File: config.mk
export PLATFORM = sky130hd
export DESIGN_NAME = linebuffer_ctrl
export DESIGN_NICKNAME = d
export VERILOG_FILES = /design/src/rtl/lb_pkg.sv /design/src/rtl/linebuffer_ctrl_addr_gen.sv /design/src/rtl/linebuffer_ctrl.sv
export SDC_FILE = /design/constraint.sdc
export NUM_CORES = 1
export LEC_CHECK = 0
export CAP_MARGIN = 20
export CORE_AREA = 2 2 78 80
export CTS_BUF_LIST = sky130_fd_sc_hd__clkbuf_8 sky130_fd_sc_hd__clkbuf_16
export DETAILED_ROUTE_END_ITERATION = 7
export DIE_AREA = 0 0 80 82
export GPL_TIMING_DRIVEN = 0
export PLACE_DENSITY = 0.88
export SLEW_MARGIN = 20
export SYNTH_ARGS = -nofsm -noshare
export SYNTH_HDL_FRONTEND = slang
export SYNTH_SLANG_ARGS = --single-unit
export TNS_END_PERCENT = 1
File: constraint.sdc
create_clock -name clk -period 2.45 [get_ports clk]
set_input_delay 0.735 -clock clk [delete_from_list [all_inputs] [get_ports clk]]
set_output_delay 0.735 -clock clk [all_outputs]
set_load 0.03 [all_outputs]
File: src/rtl/lb_pkg.sv
// Shared types and defaults for the 3-row linebuffer sequencer.
package lb_pkg;
    typedef enum logic [1:0] {IDLE, FILL, STREAM, DONE} lb_state_e;

    localparam int LB_BIT_DEPTH = 8;
    localparam int LB_COLS      = 28;
    localparam int LB_ROWS      = 28;

    // counter width for a range of n values, never narrower than one bit
    function automatic int cnt_w(input int n);
        return (n > 1) ? $clog2(n) : 1;
    endfunction
endpackage

File: src/rtl/linebuffer_ctrl_addr_gen.sv
// Read-side address generator: tracks the next (strip, column) to fetch and the
// three row addresses presented to feature-map memory.
module lb_addr_gen import lb_pkg::*; #(
    parameter int COLS   = LB_COLS,
    parameter int ROWS   = LB_ROWS,
    parameter int ADDR_W = $clog2(LB_ROWS * LB_COLS)
) (
    input  logic              clk,
    input  logic              rst_n,
    input  logic              init,
    input  logic              clr,
    input  logic              adv,
    output logic [ADDR_W-1:0] addr_r1,
    output logic [ADDR_W-1:0] addr_r2,
    output logic [ADDR_W-1:0] addr_r3,
    output logic              in_valid
);
    localparam int CW = cnt_w(COLS);
    localparam int SW = cnt_w(ROWS);

    logic [CW-1:0] in_col;
    logic [SW-1:0] in_strip;

    always_ff @(posedge clk) begin
        if (!rst_n || clr) begin
            in_col   <= '0;
            in_strip <= '0;
            addr_r1  <= '0;
            addr_r2  <= '0;
            addr_r3  <= '0;
        end else if (init) begin
            in_col   <= '0;
            in_strip <= '0;
            addr_r1  <= '0;
            addr_r2  <= ADDR_W'(COLS);
            addr_r3  <= ADDR_W'(2 * COLS);
        end else if (adv) begin
            // rows are contiguous, so stepping past the last column lands on the next row base
            addr_r1 <= addr_r1 + ADDR_W'(1);
            addr_r2 <= addr_r2 + ADDR_W'(1);
            addr_r3 <= addr_r3 + ADDR_W'(1);
            if (in_col == CW'(COLS - 1)) begin
                in_col   <= '0;
                in_strip <= in_strip + SW'(1);
            end else begin
                in_col <= in_col + CW'(1);
            end
        end
    end

    assign in_valid = (in_strip <= SW'(ROWS - 3));
endmodule

File: src/rtl/linebuffer_ctrl.sv
// Linebuffer sequencer: fills strip 0, then streams each strip while fetching the next.
// Optional STALL_CNT_EN adds a saturating stall_cycles counter.
//
//  state  | meaning
//  IDLE   | waiting for start
//  FILL   | loading the first strip into the linebuffer
//  STREAM | handing tail columns to conv while fetching the next strip
//  DONE   | one-cycle done pulse
module linebuffer_ctrl import lb_pkg::*; #(
    parameter int COLS   = LB_COLS,
    parameter int ROWS   = LB_ROWS,
    parameter int ADDR_W = $clog2(ROWS * COLS)
) (
    input  logic                     clk,
    input  logic                     rst_n,
    input  logic                     start,
    output logic                     busy,
    output logic                     done,
    output logic                     mem_rd_en,
    output logic [ADDR_W-1:0]        mem_addr_r1,
    output logic [ADDR_W-1:0]        mem_addr_r2,
    output logic [ADDR_W-1:0]        mem_addr_r3,
    output logic                     lb_shift,
    output logic                     lb_zero_in,
    output logic                     out_valid,
    input  logic                     out_ready,
    output logic [cnt_w(COLS)-1:0]   out_col,
    output logic [cnt_w(ROWS)-1:0]   out_strip,
    output logic                     out_last
`ifdef STALL_CNT_EN
   ,output logic [15:0]              stall_cycles
`endif
);
    localparam int CW = cnt_w(COLS);
    localparam int SW = cnt_w(ROWS);

    lb_state_e     state, state_nx;
    logic          pending;
    logic [CW-1:0] col_q;
    logic [SW-1:0] strip_q;
    logic          in_valid, addr_init, addr_clr;
    logic          last_col, last_strip;

    assign last_col   = (col_q == CW'(COLS - 1));
    assign last_strip = (strip_q == SW'(ROWS - 3));

    always_comb begin
        state_nx   = state;
        mem_rd_en  = 1'b0;
        lb_shift   = 1'b0;
        lb_zero_in = 1'b0;
        out_valid  = 1'b0;
        done       = 1'b0;
        addr_init  = 1'b0;
        addr_clr   = 1'b0;
        case (state)
            IDLE: begin
                if (start) begin
                    addr_init = 1'b1;
                    state_nx  = FILL;
                end
            end
            FILL: begin
                // col_q counts fill shifts; it wraps back to 0 as streaming begins
                lb_shift  = pending;
                mem_rd_en = in_valid;
                if (pending && last_col) state_nx = STREAM;
            end
            STREAM: begin
                out_valid  = pending | last_strip;
                lb_shift   = out_valid & out_ready;
                mem_rd_en  = lb_shift & in_valid;
                lb_zero_in = last_strip;
                if (lb_shift && last_col && last_strip) state_nx = DONE;
            end
            DONE: begin
                done     = 1'b1;
                addr_clr = 1'b1;
                state_nx = IDLE;
            end
            default: state_nx = IDLE;
        endcase
    end

    always_ff @(posedge clk) begin
        if (!rst_n) begin
            state   <= IDLE;
            pending <= 1'b0;
            col_q   <= '0;
            strip_q <= '0;
        end else begin
            state <= state_nx;
            if (mem_rd_en)     pending <= 1'b1;
            else if (lb_shift) pending <= 1'b0;
            if (lb_shift) col_q <= last_col ? '0 : col_q + CW'(1);
            if (state == STREAM && lb_shift && last_col && !last_strip)
                strip_q <= strip_q + SW'(1);
            else if (state == DONE)
                strip_q <= '0;
        end
    end

    lb_addr_gen #(.COLS(COLS), .ROWS(ROWS), .ADDR_W(ADDR_W)) u_addr_gen (
        .clk      (clk),
        .rst_n    (rst_n),
        .init     (addr_init),
        .clr      (addr_clr),
        .adv      (mem_rd_en),
        .addr_r1  (mem_addr_r1),
        .addr_r2  (mem_addr_r2),
        .addr_r3  (mem_addr_r3),
        .in_valid (in_valid)
    );

    assign busy      = (state != IDLE);
    assign out_col   = col_q;
    assign out_strip = strip_q;
    assign out_last  = (state == STREAM) & last_strip & last_col;

`ifdef STALL_CNT_EN
    logic [15:0] stall_q;

    always_ff @(posedge clk) begin
        if (!rst_n || (state == IDLE && start))
            stall_q <= '0;
        else if (out_valid && !out_ready && stall_q != 16'hFFFF)
            stall_q <= stall_q + 16'd1;
    end

    assign stall_cycles = stall_q;
`endif
endmodule
==> metrics.txt <==
CP max stage cell dfxtp_4; worst min path class register to register; std cell rows 28; Crit Path Max Fanout 5; post-place setup slack -1.21 ns; Crit path arrival time around 1.8 ns; Hold Vio Cnt, Final 0; final non-filler cell total between 400 and 500; Max clock buf depth 2; layout net count between 400 and 500; Max Clock Skew approximately 0.011 ns; number of flops mapped to enable cells by yosys 0; Peak supply drop ~0.41 mV; DR WL/cell 17.1 um; setup slack after layout -0.0631 ns; GPL Wtd Cong 0.872; most frequent cells in the layout dfxtp_1 (46), clkdlybuf4s50_1 (42), a21oi_1 (30); r2r startpoint out_strip[1]; ys async rst share 0%; clock buffer count from CTS 5; core footprint 5750 um2; failing checks negative setup slack; clock root buffer clkbuf_8; fmax approximately 400 MHz; CTS tree built; Fin Setup TNS -0.0879 ns; WS Path Type register to primary output; ratio of cells with drive above 1 in the final layout 15.7%; vias post-DR 3041; Synth Area per Inst just under 9 um2; measured slew at the worst slew-check pin roughly 0.8 ns; Final period util 103%; Sinks on Clock Net between 50 and 60; max-slew violation count 0; Clock Latency Late Sink around 0.32 ns; startpoint types register; required time worst endpoint between 1.5 and 2 ns; antenna-violating nets left 0; drt pass-1 iters 7; DP HPWL 5.51 mm; global-route wire length before repair about 13 mm; Unique masters post-synth 48; RSZ-0062 raised after global routing true; # DRC 0; Buffers & Inverters on Critical Path 3; Post-Synthesis Cell Area between 2000 and 3000 um2; vias in the first global route 2811; crit-path cells inv_1 > ha_2 > a21o_4 > a32oi_4 > nand2b_4 > inv_2 > buf_6; critical path's largest stage delay 0.40 ns; CP endpoint kind primary output; LEAKAGE about 1.3 nW; largest net degree at the start of global routing 18; synth-to-layout area growth 28.6%; Critical Path Start state[1]; die area between 6000 and 7000 um2; Final Setup Violations 2; DIE WIDTH 80 um; #FFs+latches synth 53; worst hold slack just under 0.5 ns; Die Ht 82 um; initial antenna violation count 0; post-synthesis sequential area ratio between 30% and 40%; Synth warnings 0; Syn Inst Count around 340; global route total overflow 0; Post-Route WL about 8.2 mm; most common cell after layout, fill and taps aside dfxtp_1; CP delay by family, top compound AO/OA/AOI/OAI gates; max cap viols 0; Tmin final around 2.5 ns; I/O Pins around 50; Total GRT Usage between 20% and 30%; ranking of synthesized cells by area dfxtp_1 (36%), o31ai_1 (5.9%), ha_1 (5.6%), a21oi_1 (5.1%), or4_1 (4.9%); H-Tree Depth 2; top cell type's share of synthesized area roughly 36%; Antenna diodes 0; Starting Density between 50% and 60%; Synth area leader dfxtp_1; post-synthesis net count approximately 350; pwr dens between 700 and 800 nW/um2; prevailing post-synth register cell dfxtp_1; vias per cell about 6.4; Inst Count DP around 460; CTS clk-pin slew, worst paths between 0.1 and 0.15 ns; DRT iter0 DRCs roughly 250; Min-Delay Startpoint u_addr_gen.addr_r2[9]; outcome complete, but fails checks; Max-Slew Margin vs Limit between 40% and 50%; IO buf count 50
## per-layer routing
| layer | wire, um | track usage, % | share of wire, % | vias to the layer above |
|---|---|---|---|---|
| met5 | 0 | 0 | 0 | - |
| met4 | 142 | 9.83 | 1.7 | 0 |
| met3 | 586 | 5.27 | 7.2 | 17 |
| met2 | 3960 | 42.5 | 49 | 149 |
| met1 | 3460 | 31.8 | 42 | 1437 |
| li1 | - | - | - | 1438 |
## synth_stat cells (4+ instances only)
master / count
dfxtp_1: 53
a21oi_1: 30
nand2_1: 26
o31ai_1: 23
or4_1: 19
o21ai_0: 15
ha_1: 13
inv_1: 13
nand3_1: 13
nand4_1: 11
or3_1: 11
clkbuf_1: 10
nor3_1: 8
a31oi_1: 7
and3_1: 7
mux2i_1: 7
o31a_1: 6
buf_6: 5
nand2b_1: 5
nor3b_1: 5
buf_2: 4
nor2_1: 4
nor4_1: 4
## state kept, by name, summed over array words and instances (netlist names)
signal,count
out_strip,5
state,2
u_addr_gen.in_col,5
u_addr_gen.in_strip,5
out_col,5
u_addr_gen.addr_r1,10
u_addr_gen.addr_r2,10
pending,1
u_addr_gen.addr_r3,10
## through the flow
step	instance area (um2)	util, %	total power [mW]
global route	3750	65.3	2.88
CTS	3730	64.9	2.70
global placement	3520	61.3	2.06
finish	3750	65.3	2.76
floorplan	2930	-	1.72
detailed placement	3520	61.3	2.09
## cell type report
| cell class | count | area [um2] |
|---|---|---|
| fillers | 452 | 1990 |
| multi-input cells | 250 | 1760 |
| flip-flops and latches | 53 | 1080 |
| repair buffers | 60 | 569 |
| plain buffers | 18 | 114 |
| well taps | 75 | 93.8 |
| clock buffers | 5 | 68.8 |
| inverters | 13 | 48.8 |
| clock inverters | 3 | 21.3 |
## worst paths after layout
check / slack [ns] / depth (start not counted) / to
max: -0.06 / 7 / lb_shift
min: 0.48 / 2 / u_addr_gen.addr_r2[9]
max reg2reg: 0.21 / 9 / u_addr_gen.in_strip[1]
min reg2reg: 0.48 / 2 / u_addr_gen.addr_r2[9]
## report_power, final
part	total [mW]	internal, mW	switching, mW
combinational	1.23	0.414	0.820
sequential	1.01	0.922	0.0849
clock	0.518	0.204	0.315
total	2.76	1.54	1.22
## timing repair
action                                  4_1_cts  5_1_grt
hold buffers                                  0        0
gates resized for setup                      40       16
endpoints found under the setup margin       12        7
pin swaps                                     2        2
buffers inserted                              8        2
## cell families (layout without fill, tap and decap cells)
group | Yosys count | in the layout | synth area share (%)
AOI/OAI and AO/OA | 97 | 97 | 22.0
adders and majority gates | 13 | 13 | 5.57
buffers and inverters | 34 | 99 | 5.96
DFF | 53 | 53 | 36.3
muxes | 9 | 9 | 3.17
and+or+nand+nor | 131 | 131 | 26.9
## worst min-delay path, stage by stage, from the launching register on
cell	delay, ns
dfxtp_1	0.33
nand2_1	0.05
mux2i_1	0.06
No activity file was read; power rests on OpenSTA's default activity.
